<file path="src/rtl/radio_seq_if.sv">
// Baseband <-> radio sequencer signal bundle.
// The sequencer is the slave; the baseband/radio side is the master.
interface radio_seq_if;
    logic [9:0] regi_pllsetuptime;
    logic [6:0] lc_fk;
    logic       loadfreq_p;
    logic       txen;
    logic       rxen;
    logic       txbitin;
    logic       rf_rxbit;
    logic [6:0] rf_fk;
    logic       rf_pll_lock;
    logic       rf_pa_en;
    logic       rf_lna_en;
    logic       rf_txbit;
    logic       rxbitout;
    logic       rxbit_valid_p;
    logic       pll_err_p;

    modport master (
        output regi_pllsetuptime, lc_fk, loadfreq_p, txen, rxen, txbitin, rf_rxbit,
        input  rf_fk, rf_pll_lock, rf_pa_en, rf_lna_en, rf_txbit, rxbitout,
               rxbit_valid_p, pll_err_p
    );

    modport slave (
        input  regi_pllsetuptime, lc_fk, loadfreq_p, txen, rxen, txbitin, rf_rxbit,
        output rf_fk, rf_pll_lock, rf_pa_en, rf_lna_en, rf_txbit, rxbitout,
               rxbit_valid_p, pll_err_p
    );
endinterface

</file>
<file path="src/rtl/radio_seq_ctrl.sv">
// Radio sequencer: hop-frequency latch, PLL settle timer, PA/LNA gating and
// mid-cell majority-vote recovery of oversampled receive bits.
module radio_seq_ctrl #(
    parameter int CLKS_PER_US  = 6,
    parameter int CLKS_PER_BIT = 6,
    parameter int CNT_W        = 13
) (
    input  logic        clk_6M,
    input  logic        rstz,
    radio_seq_if.slave  bus
);
    localparam int PH_W = $clog2(CLKS_PER_BIT);
    localparam logic [PH_W-1:0] PH_LO   = PH_W'(CLKS_PER_BIT/2 - 1);
    localparam logic [PH_W-1:0] PH_HI   = PH_W'(CLKS_PER_BIT/2 + 1);
    localparam logic [PH_W-1:0] PH_LAST = PH_W'(CLKS_PER_BIT - 1);

    typedef enum logic [2:0] {IDLE, SETTLE, LOCKED, TX, RX} state_t;

    state_t             state_q, state_d;
    logic [6:0]         fk_q, fk_d;
    logic               lock_q, lock_d;
    logic               pa_q, pa_d;
    logic               lna_q, lna_d;
    logic               txbit_q, txbit_d;
    logic               rxbit_q, rxbit_d;
    logic               vld_q, vld_d;
    logic               err_q, err_d;
    logic [CNT_W-1:0]   cnt_q, cnt_d;
    logic [PH_W-1:0]    ph_q, ph_d;
    logic [2:0]         samp_q, samp_d;
    logic               txen_q, rxen_q;
    logic               maj;

    assign maj = (samp_q[0] & samp_q[1]) | (samp_q[0] & samp_q[2]) | (samp_q[1] & samp_q[2]);

    always_comb begin
        state_d = state_q;
        fk_d    = fk_q;
        lock_d  = lock_q;
        pa_d    = pa_q;
        lna_d   = lna_q;
        rxbit_d = rxbit_q;
        vld_d   = 1'b0;
        cnt_d   = cnt_q;
        ph_d    = ph_q;
        samp_d  = samp_q;
        // Only a fresh rising request while unlocked is flagged; a held level is not.
        err_d   = ~lock_q & ((bus.txen & ~txen_q) | (bus.rxen & ~rxen_q));

        if (bus.loadfreq_p) begin
            fk_d    = bus.lc_fk;
            lock_d  = 1'b0;
            pa_d    = 1'b0;
            lna_d   = 1'b0;
            cnt_d   = CNT_W'(bus.regi_pllsetuptime) * CNT_W'(CLKS_PER_US);
            ph_d    = '0;
            samp_d  = '0;
            state_d = SETTLE;
        end else begin
            case (state_q)
                SETTLE: begin
                    if (cnt_q == '0) begin
                        lock_d  = 1'b1;
                        state_d = LOCKED;
                    end else begin
                        cnt_d = cnt_q - CNT_W'(1);
                    end
                end
                LOCKED: begin
                    if (bus.txen) begin
                        pa_d    = 1'b1;
                        state_d = TX;
                    end else if (bus.rxen) begin
                        lna_d   = 1'b1;
                        ph_d    = '0;
                        state_d = RX;
                    end
                end
                TX: begin
                    if (!bus.txen) begin
                        pa_d    = 1'b0;
                        state_d = LOCKED;
                    end
                end
                RX: begin
                    if (!bus.rxen) begin
                        lna_d   = 1'b0;
                        state_d = LOCKED;
                    end else begin
                        if (ph_q >= PH_LO && ph_q <= PH_HI)
                            samp_d = {samp_q[1:0], bus.rf_rxbit};
                        if (ph_q == PH_LAST) begin
                            rxbit_d = maj;
                            vld_d   = 1'b1;
                            ph_d    = '0;
                        end else begin
                            ph_d = ph_q + PH_W'(1);
                        end
                    end
                end
                default: ;
            endcase
        end

        txbit_d = pa_d & bus.txbitin;
    end

    always_ff @(posedge clk_6M or negedge rstz) begin
        if (!rstz) begin
            state_q <= IDLE;
            fk_q    <= '0;
            lock_q  <= 1'b0;
            pa_q    <= 1'b0;
            lna_q   <= 1'b0;
            txbit_q <= 1'b0;
            rxbit_q <= 1'b0;
            vld_q   <= 1'b0;
            err_q   <= 1'b0;
            cnt_q   <= '0;
            ph_q    <= '0;
            samp_q  <= '0;
            txen_q  <= 1'b0;
            rxen_q  <= 1'b0;
        end else begin
            state_q <= state_d;
            fk_q    <= fk_d;
            lock_q  <= lock_d;
            pa_q    <= pa_d;
            lna_q   <= lna_d;
            txbit_q <= txbit_d;
            rxbit_q <= rxbit_d;
            vld_q   <= vld_d;
            err_q   <= err_d;
            cnt_q   <= cnt_d;
            ph_q    <= ph_d;
            samp_q  <= samp_d;
            txen_q  <= bus.txen;
            rxen_q  <= bus.rxen;
        end
    end

    assign bus.rf_fk         = fk_q;
    assign bus.rf_pll_lock   = lock_q;
    assign bus.rf_pa_en      = pa_q;
    assign bus.rf_lna_en     = lna_q;
    assign bus.rf_txbit      = txbit_q;
    assign bus.rxbitout      = rxbit_q;
    assign bus.rxbit_valid_p = vld_q;
    assign bus.pll_err_p     = err_q;
endmodule

</file>
<file path="src/flat_wrapper.sv">
// flat-port wrapper written by rule: the top's interface ports become plain ports
module radio_seq_ctrl_flat 
#(
    parameter int CLKS_PER_US  = 6,
    parameter int CLKS_PER_BIT = 6,
    parameter int CNT_W        = 13
)
  (clk_6M, rstz, bus_regi_pllsetuptime, bus_lc_fk, bus_loadfreq_p, bus_txen, bus_rxen, bus_txbitin, bus_rf_rxbit, bus_rf_fk, bus_rf_pll_lock, bus_rf_pa_en, bus_rf_lna_en, bus_rf_txbit, bus_rxbitout, bus_rxbit_valid_p, bus_pll_err_p);
  radio_seq_if bus_i ();
  input  logic clk_6M;
  input  logic rstz;
  input wire logic [$bits(bus_i.regi_pllsetuptime)-1:0] bus_regi_pllsetuptime;
  input wire logic [$bits(bus_i.lc_fk)-1:0] bus_lc_fk;
  input wire logic [$bits(bus_i.loadfreq_p)-1:0] bus_loadfreq_p;
  input wire logic [$bits(bus_i.txen)-1:0] bus_txen;
  input wire logic [$bits(bus_i.rxen)-1:0] bus_rxen;
  input wire logic [$bits(bus_i.txbitin)-1:0] bus_txbitin;
  input wire logic [$bits(bus_i.rf_rxbit)-1:0] bus_rf_rxbit;
  output wire logic [$bits(bus_i.rf_fk)-1:0] bus_rf_fk;
  output wire logic [$bits(bus_i.rf_pll_lock)-1:0] bus_rf_pll_lock;
  output wire logic [$bits(bus_i.rf_pa_en)-1:0] bus_rf_pa_en;
  output wire logic [$bits(bus_i.rf_lna_en)-1:0] bus_rf_lna_en;
  output wire logic [$bits(bus_i.rf_txbit)-1:0] bus_rf_txbit;
  output wire logic [$bits(bus_i.rxbitout)-1:0] bus_rxbitout;
  output wire logic [$bits(bus_i.rxbit_valid_p)-1:0] bus_rxbit_valid_p;
  output wire logic [$bits(bus_i.pll_err_p)-1:0] bus_pll_err_p;
  assign bus_i.regi_pllsetuptime = bus_regi_pllsetuptime;
  assign bus_i.lc_fk = bus_lc_fk;
  assign bus_i.loadfreq_p = bus_loadfreq_p;
  assign bus_i.txen = bus_txen;
  assign bus_i.rxen = bus_rxen;
  assign bus_i.txbitin = bus_txbitin;
  assign bus_i.rf_rxbit = bus_rf_rxbit;
  assign bus_rf_fk = bus_i.rf_fk;
  assign bus_rf_pll_lock = bus_i.rf_pll_lock;
  assign bus_rf_pa_en = bus_i.rf_pa_en;
  assign bus_rf_lna_en = bus_i.rf_lna_en;
  assign bus_rf_txbit = bus_i.rf_txbit;
  assign bus_rxbitout = bus_i.rxbitout;
  assign bus_rxbit_valid_p = bus_i.rxbit_valid_p;
  assign bus_pll_err_p = bus_i.pll_err_p;
  radio_seq_ctrl #(.CLKS_PER_US(CLKS_PER_US), .CLKS_PER_BIT(CLKS_PER_BIT), .CNT_W(CNT_W)) u_core (.clk_6M(clk_6M), .rstz(rstz), .bus(bus_i));
endmodule
</file>
<file path="config.mk">
export PLATFORM = sky130hd
export DESIGN_NAME = radio_seq_ctrl_flat
export DESIGN_NICKNAME = d
export VERILOG_FILES = /design/src/rtl/radio_seq_if.sv /design/src/rtl/radio_seq_ctrl.sv /design/src/flat_wrapper.sv
export SDC_FILE = /design/constraint.sdc
export NUM_CORES = 1
export LEC_CHECK = 0
export BUFFER_PORTS_ARGS = -buffer_cell sky130_fd_sc_hd__buf_4
export CAP_MARGIN = 40
export CORE_AREA = 4 4 73 75
export CTS_BUF_LIST = sky130_fd_sc_hd__clkbuf_2 sky130_fd_sc_hd__clkbuf_4 sky130_fd_sc_hd__clkbuf_8
export DETAILED_ROUTE_END_ITERATION = 8
export DIE_AREA = 0 0 77 79
export GPL_ROUTABILITY_DRIVEN = 1
export PLACE_DENSITY_LB_ADDON = 0.05
export SYNTH_ARGS = -nofsm -noshare
export SYNTH_HDL_FRONTEND = slang
export SYNTH_SLANG_ARGS = --single-unit
</file>
<file path="constraint.sdc">
create_clock -name clk_6M -period 2.85 [get_ports clk_6M]
set_clock_uncertainty 0.05 [all_clocks]
set_input_delay 0.4275 -clock clk_6M [delete_from_list [all_inputs] [get_ports clk_6M]]
set_output_delay 0.4275 -clock clk_6M [all_outputs]
set_load 0.02 [all_outputs]
</file>
* Word-level counts from Yosys, hierarchy flattened *
Index checks and enable logic that the tools add are counted.

cells by class
  add/subtract/negate cells = 2
  $mul = 1
  order comparisons = 2
  eq/ne operators = 13
  muxes and demuxes = 36
  bitwise logic cells = 14
  reduce and logical (&&, ||, !) cells = 16

operator list
  operator                                               number
  2-to-1 mux 3 bit                                       15
  2-to-1 mux 13 bit                                      3
  inequality test 3 bit, second input constant           5
  2-to-1 mux 1 bit                                       14
  zero test 13 bit                                       1
  subtractor 13 x 1 -> 13 bit, second input constant     1
  multiplier 10 x 2 -> 12 bit, second input constant     1
  one-hot mux 3 bit (4 select lines)                     1
  AND reduction 4 bit                                    3
  nonzero test 2 bit                                     5
  bitwise AND 1 bit                                      7
  equality test 3 x 2 -> 1 bit, second input constant    2
  equality test 3 bit, second input constant             2
  one-hot mux 3 bit (2 select lines)                     1
  AND reduction 5 bit                                    1
  nonzero test 5 bit                                     1
  inequality test 4 bit, second input constant           1
  NOT 1 bit                                              4
  one-hot mux 1 bit (2 select lines)                     2
  AND reduction 2 bit                                    2
  adder 3 x 1 -> 3 bit, second input constant            1
  equality test 3 x 1 -> 1 bit, second input constant    1
  >= comparator 3 x 2 -> 1 bit, second input constant    1
  less-or-equal comparator 3 bit, second input constant  1
  other kinds (6)                                        8

storage, ports and cells
  register bits = 38
  input port bits = 24
  output and inout bits = 14
  logic and storage cells = 98

* Logic depth before layout (Yosys ltp) *
Gate-level depths: netlist (run 1).

  depth after elaboration = 6
  gate-level depth with buffers = 8
  gate-level depth less buffers = 8

* Worst setup path before layout (run 1) *
OpenSTA, ideal clock, no wires.

  path type = register -> register
  from = register u_core.cnt_q[5]
  to = register u_core.cnt_q[12]
  arrival = 2.038 ns
  required time = 2.676 ns
  path slack = 0.638 ns
  stages on the path, launching flop included = 6
  clock period less this slack = 2.212 ns
  cell sequence = dfrtp_1 -> or4_4 -> or4_4 -> nor3_2 -> mux2_1 -> a2bb2oi_2

on the way
  cells in the longest elaborated chain, start to end = 4
  elaborated cells on any way between the ends = 7
  classes of those cells = add/sub (1); eq/ne (1); mux (3); reduce/logical (2)

ends and longest elaborated chain
  what                         RTL line               text
  start: declaration           radio_seq_ctrl.sv:28   logic [CNT_W-1:0] cnt_q, cnt_d;
  start signal: assignment     radio_seq_ctrl.sv:134  cnt_q <= cnt_d;
  subtractor 13 x 1 -> 13 bit  radio_seq_ctrl.sv:66   cnt_d = cnt_q - CNT_W'(1);
  2-to-1 mux 13 bit            radio_seq_ctrl.sv:62   if (cnt_q == '0) begin
  2-to-1 mux 13 bit            radio_seq_ctrl.sv:60   case (state_q)
  2-to-1 mux 13 bit            radio_seq_ctrl.sv:50   if (bus.loadfreq_p) begin

Parallel ways exist; a longest one is shown, timed or not. The select of a mux whose other input is x is not followed.
A chain may end at the register's enable or synchronous reset.

* Worst setup path in the final report (run 1) *
Ends and elaborated chain as after synthesis.

==> metrics.md, run 1 <==
| Metric | Value |
|---|---|
| Status | `complete, no violations` |
| Netlist cell types | `53` |
| Slew Viols, Final | `0` |
| FF-to-FF Start | `u_core.cnt_q[5]` |
| # IOs | `38` |
| Die ar. | `6080 um^2` |
| Die Wd | `77 um` |
| Share of layout cells above drive strength 1 | `0.243` |
| Setup CP Type | `flip-flop to flip-flop` |
| Final period utilization | `0.813` |
| Crit start category | `flip-flop` |
| Row Count | `25` |
| R2r setup slk | `0.53 ns` |
| Rel. slew slack | `0.442` |
| Core area | `4660 um^2` |
| DP HPWL | `3300 um` |
| Worst-path maximum fanout | `4` |
| Metal3 WL | `157 um` |
| Initial antenna violation count | `0` |
| Post-CTS Resized | `0` |
| Post-synth EDFFs | `0` |
| # port buffers | `37` |
| Crit path setup slack, layout | `0.534 ns` |
| Largest net degree at the start of global routing | `48` |
| Die Ht | `79 um` |
| Placed Cells | `323` |
| Post-Layout Inst Area | `2780 um^2` |
| Num CTS Buffers | `5` |
| Global-route wire length before repair | `7810 um` |
| Final ANT Viol Nets | `0` |
| Reg2reg path depth | `5` |
| GRT Resource Usage Total | `0.159` |
| Ant diodes | `0` |
| Uppermost layer routed | `met4` |
| Layout Nets | `314` |
| Synth area leader | `dfrtp_1` |
| Routed len/inst | `13.6 um` |
| Post-Layout Cell Count | `330` |
| Highest Clock Rate | `432 MHz` |
| Dpl cell area | `2670 um^2` |
| Cells after synthesis | `239` |
| Ys async rst share | `1.00` |
| Clock buffer depth | `2` |
| Register area share after synthesis | `0.404` |
| Mean Syn Cell Area | `9.84 um^2` |
| Leak | `1.23 nW` |
| Vias in the first global route | `1742` |
| Reg-to-Reg End | `u_core.cnt_q[12]` |
| Ranking of synthesized cells by area | `dfrtp_1, ha_1, mux2_2` |
| Max Cap Viol | `0` |
| Mapped Area | `2350 um^2` |
| Clock latency on the worst-skew pair | `0.28 ns` |
| Worst slew pin tran | `0.826 ns` |
| Cell Pwr Density | `613 nW/um^2` |
| Maximum VDD drop | `0.000299 V` |
| Final setup fails | `0` |
| 1st-iter DRT viols | `54` |
| Final Hold Fails | `0` |
| RSZ-0062 raised after global routing | `false` |
| Worst EP required | `2.97 ns` |
| Clock sink count | `38` |
| Min Tclk post-route | `2.32 ns` |
| Initial Util | `0.505` |
| Grt total ovfl | `0` |
| TritonCTS clock tree | `done` |
| Hold buffers post-CTS | `0` |
| Worst hold slack | `0.0404 ns` |
| Yosys warns | `0` |
| Met2 WL | `2250 um` |
| Area growth syn-to-layout | `18.3%` |
| Metal-1 WL | `2000 um` |
| 1st-pass router iterations | `4` |
| WP data arrival | `2.43 ns` |
| Top cell type's share of synthesized area | `0.404` |
| Setup TNS | `0 ns` |
| Dpl ws | `0.476 ns` |
| Routability cong. | `0.801` |
| Top FF cell, synth | `dfrtp_1` |
| Via/cell ratio | `5.65` |
| Clock transition at path regs | `0.07 ns` |
| Total Routed Length | `4500 um` |
| Clock root cell | `clkbuf_8` |
| DRC | `0` |
| Via count | `1865` |
| Crit. End Element | `flip-flop` |
| Syn nets | `277` |
| Min-Delay Path Class | `primary input to asynchronous set/reset pin` |
| CTS H-tree lvls | `2` |
| Most frequent cells in the layout | `buf_4, dfrtp_1, nand2_1, o21ai_0, nor2_1` |
| Setup repair bufs after CTS | `0` |
| Seq cells post-synth | `38` |
==> cells by family after synthesis <==
group,synth area share
buffers and inverters,0.0293
muxes,0.0654
and+or+nand+nor,0.214
xor gates and xnor gates,0.0484
adders and majority gates,0.0819
AOI/OAI and AO/OA,0.156
DFF,0.404
==> worst max-delay path, stage by stage, from the launching register on <==
cell       delay, ns
dfrtp_1         0.42
or4_4           0.57
or4_4           0.54
nor3_2          0.13
mux2_1          0.35
a2bb2oi_2       0.14
==> worst max path at each step <==
| stage | start | to | slack [ns] |
|---|---|---|---|
| 2_1_floorplan | u_core.cnt_q[5] | u_core.cnt_q[12] | 0.64 |
| 3_3_place_gp | bus_regi_pllsetuptime[0] | u_core.cnt_q[10] | 0.50 |
| 3_5_place_dp | bus_regi_pllsetuptime[0] | u_core.cnt_q[10] | 0.48 |
| 4_1_cts | u_core.state_q[0] | u_core.cnt_q[12] | 0.53 |
| 5_1_grt | u_core.cnt_q[0] | u_core.cnt_q[5] | 0.40 |
| 6_report | u_core.cnt_q[5] | u_core.cnt_q[12] | 0.53 |
==> synth_stat cells, drive strengths merged (4+ instances only) <==
master and instances:
dfrtp 38, nand2 18, o21ai 18, nor2 16
ha 13, mux2 11, a21oi 10, inv 9
nor4 9, nand2b 8, xnor2 8, nand3 6
nor3 6, clkbuf 5, xor2 5, a21o 4
==> cell type report <==
type                            instances  area [um^2]
Sequential cell                        38          951
Clock buffer                            6         82.6
Multi-Input combinational cell        184         1330
Timing Repair Buffer                   38          285
Clock inverter                          1         30.0
Fill cell                             439         1880
Inverter                                9         33.8
Tap cell                               54         67.6
==> routing by layer <==
layer,up-vias,track usage
met5,-,0
met4,0,0.0694
met3,8,0.0329
met2,33,0.280
met1,875,0.188
li1,949,-
==> flip-flops by register name, summed over array words and instances, names as in the netlist <==
signal / count
u_core.bus.pll_err_p: 1
u_core.bus.rf_fk: 7
u_core.bus.rf_lna_en: 1
u_core.bus.rf_pa_en: 1
u_core.bus.rf_pll_lock: 1
u_core.bus.rf_txbit: 1
u_core.bus.rxbit_valid_p: 1
u_core.bus.rxbitout: 1
u_core.cnt_q: 13
u_core.ph_q: 3
u_core.rxen_q: 1
u_core.samp_q: 3
u_core.state_q: 3
u_core.txen_q: 1
==> report_power, final <==
part	switching (mW)	internal (mW)
sequential	0.104	0.622
combinational	0.274	0.252
clock	0.175	0.280
total	0.554	1.15
==> stage by stage <==
stage	power (mW)	utilization
2_1_floorplan	1.11	-
3_3_place_gp	1.25	0.573
3_5_place_dp	1.26	0.573
4_1_cts	1.73	0.597
5_1_grt	1.83	0.597
6_report	1.71	0.597
Power figures use the tool's default switching activity.
==> run 2: changes to the inputs <==
--- a/config.mk
+++ b/config.mk
@@ -5,12 +5,13 @@
 export SDC_FILE = /design/constraint.sdc
 export NUM_CORES = 1
 export LEC_CHECK = 0
+export ABC_AREA = 1
 export BUFFER_PORTS_ARGS = -buffer_cell sky130_fd_sc_hd__buf_4
 export CAP_MARGIN = 40
-export CORE_AREA = 4 4 73 75
+export CORE_AREA = 4 4 75 77
 export CTS_BUF_LIST = sky130_fd_sc_hd__clkbuf_2 sky130_fd_sc_hd__clkbuf_4 sky130_fd_sc_hd__clkbuf_8
 export DETAILED_ROUTE_END_ITERATION = 8
-export DIE_AREA = 0 0 77 79
+export DIE_AREA = 0 0 79 81
 export GPL_ROUTABILITY_DRIVEN = 1
 export PLACE_DENSITY_LB_ADDON = 0.05
 export SYNTH_ARGS = -nofsm -noshare
==> constraint.sdc (replaced) <==
create_clock -name clk_6M -period 2.2 [get_ports clk_6M]
set_clock_uncertainty 0.05 [all_clocks]
set_input_delay 0.33 -clock clk_6M [delete_from_list [all_inputs] [get_ports clk_6M]]
set_output_delay 0.33 -clock clk_6M [all_outputs]
set_load 0.02 [all_outputs]
==> metrics.md, run 2 <==
| Metric | Value |
|---|---|
| Setup CP Type | `primary input to flip-flop` |
| WP data arrival | `1.91 ns (-0.52 ns)` |
| Share of layout cells above drive strength 1 | `0.157 (-0.0854)` |
| Mean Syn Cell Area | `7.15 um^2 (-27%)` |
| Netlist cell types | `36 (-32%)` |
| Global-route wire length before repair | `9580 um (+23%)` |
| Clock root cell | `clkbuf_8` |
| Final period utilization | `0.818` |
| Die Ht | `81 um (+2.5%)` |
| Total Routed Length | `5490 um (+22%)` |
| Hold path depth | `1` |
| Grt total ovfl | `0 (unchanged)` |
| Most flop-heavy register | `u_core.cnt_q` |
| Crit path launch | `bus_regi_pllsetuptime[1]` |
| Largest register FFs | `13 (unchanged)` |
| Worst slew pin tran | `0.483 ns (-0.342 ns)` |
| CP max stage delay | `0.40 ns (-0.17 ns)` |
| FILL cells | `498 (+13%)` |
| Max Cap Viol | `0 (unchanged)` |
| Hold_sp | `bus_rxen` |
| Register area share after synthesis | `0.377 (-0.0276)` |
| Reg2reg path depth | `9 (+4)` |
| Row Count | `26 (+4.0%)` |
| 1st-iter DRT viols | `151 (+180%)` |
| FF-to-FF Start | `u_core.cnt_q[0]` |
| Commonest non-fill, non-tap cell in the layout | `nand2_1` |
| Status | `complete, no violations` |
| Maximum VDD drop | `0.000371 V (+24%)` |
| Core area | `5010 um^2 (+7.5%)` |
| Min Tclk post-route | `1.80 ns` |
| Final Hold Fails | `0 (unchanged)` |
| Via count | `2320 (+24%)` |
| Post-synth EDFFs | `0 (unchanged)` |
| Cell Pwr Density | `820 nW/um^2 (+34%)` |
| DRC | `0 (unchanged)` |
| Crit. End Element | `flip-flop` |
| Crit start category | `primary input` |
| Vias in the first global route | `2196 (+26%)` |
| Top FF cell, synth | `dfrtp_1` |
| Ranking of synthesized cells by area | `dfrtp_1, nand2_1, nor2_1` |
| Critical Path Most Common Cell | `nand3_1` |
| Ant diodes | `0 (unchanged)` |
| Multi-input gate area | `1360 um^2 (+2.3%)` |
| CTS H-tree lvls | `2 (unchanged)` |
| Synth area leader | `dfrtp_1` |
| Cells after synthesis | `353 (+48%)` |
| Layout Nets | `431 (+37%)` |
| Post-Layout Inst Area | `2970 um^2 (+6.8%)` |
| Crit-path slowest cell | `fa_1` |
| Commonest cells in the netlist | `nand2_1, nor2_1, inv_1` |
| Clock latency on the worst-skew pair | `0.29 ns (about the same)` |
| Mapped Area | `2520 um^2 (+7.3%)` |
| Util after Layout | `0.593 (-0.00364)` |
| Yosys warns | `0 (unchanged)` |
| Area occupied by registers | `951 um^2 (unchanged)` |
| Leak | `1.50 nW (+22%)` |
| Reg-to-Reg End | `u_core.cnt_q[8]` |
| Clock transition at path regs | `0.08 ns (about the same)` |
| Largest net degree at the start of global routing | `39 (-19%)` |
| Area growth syn-to-layout | `17.7%` |
| Routed len/inst | `11.8 um (-13%)` |
| Setup TNS | `0 ns (unchanged)` |
| Initial antenna violation count | `0 (unchanged)` |
| Die Wd | `79 um (+2.6%)` |
| Min-Delay Path Class | `primary input to flip-flop` |
| Die ar. | `6400 um^2 (+5.2%)` |
| Most frequent cells in the layout | `nand2_1, nor2_1, inv_1` |
| Clock buffer depth | `2 (unchanged)` |
| CP delay by family, top | `adder cells` |
| Final setup fails | `0 (unchanged)` |
| Initial Util | `0.504 (-0.000702)` |
| Highest Clock Rate | `556 MHz` |
| 1st-pass router iterations | `5 (+1)` |
| CP cell instances | `buf_4, ha_1, inv_1, fa_1, o21ai_0, nand3_1, nand3_1, nand3_1, nand2_1, nand2_1` |
| GRT Resource Usage Total | `0.187 (+0.0276)` |
| Worst-path maximum fanout | `4 (unchanged)` |
| Post-CTS Resized | `0 (unchanged)` |
| Seq cells post-synth | `38 (unchanged)` |
| R2r setup slk | `0.41 ns (-0.12 ns)` |
| Ys async rst share | `1.00 (unchanged)` |
| Top cell type's share of synthesized area | `0.377 (-0.0276)` |
| Dominant cell by count in the synthesized netlist | `nand2_1` |
| Rel. slew slack | `0.678 (+0.236)` |
| Worst EP required | `2.31 ns (-0.66 ns)` |
| # port buffers | `37 (unchanged)` |
| Final ANT Viol Nets | `0 (unchanged)` |
| Num CTS Buffers | `5 (unchanged)` |
| TritonCTS clock tree | `done` |
| DP HPWL | `4160 um (+26%)` |
| CP Buf/Inv Count | `2 (+2)` |
| Via/cell ratio | `5.00 (-12%)` |
| Syn nets | `391 (+41%)` |
| Sink of the worst hold path | `u_core.rxen_q` |
| # IOs | `38 (unchanged)` |
| Dpl cell area | `2870 um^2 (+7.4%)` |
| Slew Viols, Final | `0 (unchanged)` |
| Routability cong. | `0.848 (+5.8%)` |
| Clock sink count | `38 (unchanged)` |
| RSZ-0062 raised after global routing | `false` |
run 2: stage by stage:
stage	total power [mW]	std cells	hold slack, ns	worst slack, ns
2_1_floorplan	1.69	353	-0.0156	0.427
5_1_grt	2.66	464	0.0910	0.159
4_1_cts	2.46	464	0.0982	0.398
6_report	2.44	464	0.105	0.400
3_3_place_gp	1.93	455	0.276	0.239
3_5_place_dp	1.94	455	0.280	0.108
run 2: worst max path at each step:
| stage | endpoint | depth (start not counted) |
|---|---|---|
| floorplan | u_core.cnt_q[8] | 9 |
| global placement | u_core.cnt_q[8] | 10 |
| detailed placement | u_core.cnt_q[8] | 10 |
| CTS | u_core.cnt_q[8] | 10 |
| global route | u_core.cnt_q[8] | 12 |
| finish | u_core.cnt_q[8] | 10 |
run 2: cell type report:
type	instances	share of cell area
Multi-Input combinational cell	262	0.459
Sequential cell	38	0.320
Timing Repair Buffer	40	0.102
Inverter	46	0.0581
Tap cell	70	0.0295
Clock buffer	6	0.0278
Clock inverter	2	0.00421
run 2: kinds of logic after synthesis:
family                   count (synthesis)  share of synthesized area
XOR/XNOR                                 7                     0.0243
AND/OR/NAND/NOR                        189                      0.331
adder cells (fa/ha/maj)                 14                     0.0724
buffers and inverters                   53                     0.0832
AO/OA/AOI/OAI                           52                      0.113
flip-flops                              38                      0.377
run 2: power by group:
group	switching (mW)	internal [mW]
combinational	0.566	0.354
clock	0.258	0.252
sequential	0.159	0.850
run 2: timing repair:
action,4_1_cts,5_1_grt
hold buffers,1,0
setup buffers,0,0
hold endpoints to repair,38,0
run 2: metal layers:
layer | global-route usage | wire, um
met1 | 0.247 | 2650
met4 | 0.0430 | 53
met5 | 0 | 0
met2 | 0.320 | 2560
met3 | 0.0333 | 235
run 2: worst reg2reg max path: stages, from the launching register on:
cell      delay, ns
dfrtp_1        0.37
inv_1          0.12
ha_1           0.25
nand2_1        0.10
nor2_1         0.22
inv_1          0.09
nor2_1         0.09
inv_1          0.06
o211ai_1       0.22
nand2_1        0.09
==> run 3: changes to the inputs <==
==> constraint.sdc (replaced) <==
create_clock -name clk_6M -period 1.4 [get_ports clk_6M]
set_clock_uncertainty 0.05 [all_clocks]
set_input_delay 0.21 -clock clk_6M [delete_from_list [all_inputs] [get_ports clk_6M]]
set_output_delay 0.21 -clock clk_6M [all_outputs]
set_load 0.02 [all_outputs]
==> metrics.md, run 3 (synthesis results as in run 2) <==
| Metric | Value |
|---|---|
| 1st-iter DRT viols | `153 (+1.3%)` |
| Largest register FFs | `13 (unchanged)` |
| Core area | `5010 um^2 (unchanged)` |
| Worst-path maximum fanout | `3 (-1)` |
| Crit-path slowest cell | `dfrtp_1` |
| # port buffers | `37 (unchanged)` |
| Clock root cell | `clkbuf_8` |
| CP delay by family, top | `simple AND/OR/NAND/NOR gates` |
| Multi-input gate area | `1650 um^2 (+21%)` |
| Clock buffer depth | `2 (unchanged)` |
| Int Pwr | `3.55 mW (+140%)` |
| Failing checks | `negative setup slack` |
| FF-to-FF Start | `u_core.cnt_q[1]` |
| FILL cells | `398 (-20%)` |
| Area occupied by registers | `955 um^2 (+0.39%)` |
| Post-Layout Cell Count | `536 (+16%)` |
| Critical Path Most Common Cell | `nor2_1` |
| Global-route wire length before repair | `11000 um (+15%)` |
| 1st-pass router iterations | `4 (-1)` |
| Seq pwr share | `0.272 (-0.142)` |
| Crit. End Element | `flip-flop` |
| Sw power | `2.16 mW (+120%)` |
| Most flop-heavy register | `u_core.cnt_q` |
| Crit path setup slack, layout | `-0.173 ns (-0.573 ns)` |
| Layout Nets | `503 (+17%)` |
| DRC | `0 (unchanged)` |
| TritonCTS clock tree | `done` |
| Die ar. | `6400 um^2 (unchanged)` |
| Status | `complete, but fails checks` |
| CP Buf/Inv Count | `4 (+2)` |
| Leak | `1.93 nW (+29%)` |
| Largest net degree at the start of global routing | `39 (unchanged)` |
| Crit start category | `flip-flop` |
| Routed len/inst | `12.7 um (+7.0%)` |
| Die Ht | `81 um (unchanged)` |
| Total Routed Length | `6790 um (+24%)` |
| CP max stage delay | `0.38 ns (-0.02 ns)` |
| Worst slew pin tran | `0.481 ns (-0.00219 ns)` |
| CTS H-tree lvls | `2 (unchanged)` |
| Dpl ws | `-0.221 ns (-0.329 ns)` |
| Clock latency on the worst-skew pair | `0.30 ns (about the same)` |
| Via/cell ratio | `4.98 (-0.37%)` |
| Highest Clock Rate | `636 MHz` |
| Final setup fails | `18 (+18)` |
| Min-Delay Path Class | `primary input to flip-flop` |
| GRT Resource Usage Total | `0.215 (+0.0288)` |
| Reg2reg path depth | `13 (+4)` |
| Final Hold Fails | `0 (unchanged)` |
| CP cell instances | `inv_2, buf_12, ha_4, nand2_4, nor2_4, inv_2, nor2_1, inv_1, nor2_1, nor2_1, nor2_1, nand2_1, nand2_1` |
| Commonest non-fill, non-tap cell in the layout | `buf_4` |
| Grt total ovfl | `0 (unchanged)` |
| Via count | `2670 (+15%)` |
| Clock transition at path regs | `0.09 ns (about the same)` |
| Logic pwr share | `0.531 (+0.154)` |
| Clk pwr share | `0.197 (-0.012)` |
| Share of layout cells above drive strength 1 | `0.399 (+0.242)` |
| Cell Pwr Density | `1470 nW/um^2 (+79%)` |
| Routability cong. | `0.860 (+1.4%)` |
| Setup CP Type | `flip-flop to flip-flop` |
| Reg-to-Reg End | `u_core.cnt_q[8]` |
| Final period utilization | `1.12` |
| Most frequent cells in the layout | `buf_4, nand2_1, nor2_1` |
| Initial antenna violation count | `0 (unchanged)` |
| Worst EP required | `1.57 ns (-0.74 ns)` |
| WP data arrival | `1.75 ns (-0.16 ns)` |
| Num CTS Buffers | `5 (unchanged)` |
| Net Sw Frac | `0.378 (-0.0251)` |
| Vias in the first global route | `2526 (+15%)` |
| Min Tclk post-route | `1.57 ns` |
| Initial Util | `0.504 (unchanged)` |
| Ant diodes | `0 (unchanged)` |
| R2r setup slk | `-0.17 ns (-0.58 ns)` |
| Die Wd | `79 um (unchanged)` |
| RSZ-0062 raised after global routing | `true` |
| Maximum VDD drop | `0.000782 V (+110%)` |
| Util after Layout | `0.774 (+0.181)` |
| Rel. slew slack | `0.679 (+0.00146)` |
| Clock sink count | `38 (unchanged)` |
| Levels on crit path | `13 (+3)` |
| Critical Path End | `u_core.cnt_q[8]` |
| Final ANT Viol Nets | `0 (unchanged)` |
| Max Cap Viol | `0 (unchanged)` |
| Crit path launch | `u_core.cnt_q[1]` |
| Area growth syn-to-layout | `53.6%` |
| DP HPWL | `4830 um (+16%)` |
| # IOs | `38 (unchanged)` |
| Row Count | `26 (unchanged)` |
| Slew Viols, Final | `0 (unchanged)` |
| Final Total Pwr | `5.70 mW (+130%)` |
| Placed Cells | `512 (+13%)` |
==> run 3: cell count changes in the layout (fill, tap and decap cells not counted), moves of 5 or more <==
cell / previous run / this run
buf_4: 39 / 104
o21ai_0: 21 / 7
nor2_1: 52 / 39
inv_1: 45 / 37
inv_2: 1 / 9
nor2_2: 1 / 8
o21ai_1: 4 / 11
nor2_4: 1 / 7
o21ai_2: 0 / 6
buf_6: 0 / 5
nand2_1: 89 / 84
==> run 3: power groups by stage <==
stage / Combinational [mW] / Sequential, mW / Clock (mW)
final: 3.03 / 1.55 / 1.13
after floorplan: 1.12 / 1.60 / 0
after detailed placement: 2.29 / 1.54 / 0
after global placement: 2.25 / 1.53 / 0
after CTS: 2.55 / 1.53 / 1.15
after global routing: 3.29 / 1.59 / 1.19
==> run 3: timing repair <==
| item | CTS | global route |
|---|---|---|
| resized for setup | 27 | 52 |
| buffers inserted | 4 | 10 |
| endpoints found under the setup margin | 25 | 25 |
| pin swaps | 8 | 20 |
| hold buffers | 2 | 0 |
| hold endpoints to repair | 39 | 0 |
==> run 3: area by class of cell <==
class                   count  area share
multi-input cells         262       0.425
flip-flops and latches     38       0.246
repair buffers            112       0.226
inverters                  46      0.0445
well taps                  70      0.0226
clock buffers               5      0.0177
clock inverters             3      0.0177
==> run 3: stage by stage <==
step | TNS, ns | cell area, um^2 | hold slack [ns]
detailed placement | -2.60 | 3360 | 0.160
finish | -1.47 | 3880 | 0.0222
CTS | -1.68 | 3620 | 0.00478
floorplan | -0.00834 | 2580 | -0.136
global route | -3.55 | 3880 | 0.0175
global placement | -1.75 | 3360 | 0.151
==> run 3: worst reg2reg max path: stages, from the launching register on <==
cell and delay, ns:
dfrtp_1 0.38, inv_2 0.09, buf_12 0.11, ha_4 0.14, nand2_4 0.06, nor2_4 0.11, inv_2 0.05, nor2_1 0.08
inv_1 0.06, nor2_1 0.08, nor2_1 0.05, nor2_1 0.12, nand2_1 0.07, nand2_1 0.05
==> run 3: worst min path at each step <==
stage / from / to / slack, ns / cells after the start
after global routing: bus_txen / u_core.txen_q / 0.02 / 1
after floorplan: rstz / u_core.bus.pll_err_p / -0.14 / 0
after CTS: bus_txen / u_core.txen_q / 0.005 / 1
after global placement: rstz / u_core.cnt_q[0] / 0.15 / 1
final: bus_txen / u_core.txen_q / 0.02 / 1
after detailed placement: rstz / u_core.cnt_q[1] / 0.16 / 1
==> run 3: metal layers <==
layer  up-vias  track usage  part of all wire
li1       1357            -                 -
met1      1251        0.270              0.44
met2        51        0.380              0.51
met3        11       0.0333             0.036
met4         0       0.0722             0.014
met5         -            0                 0
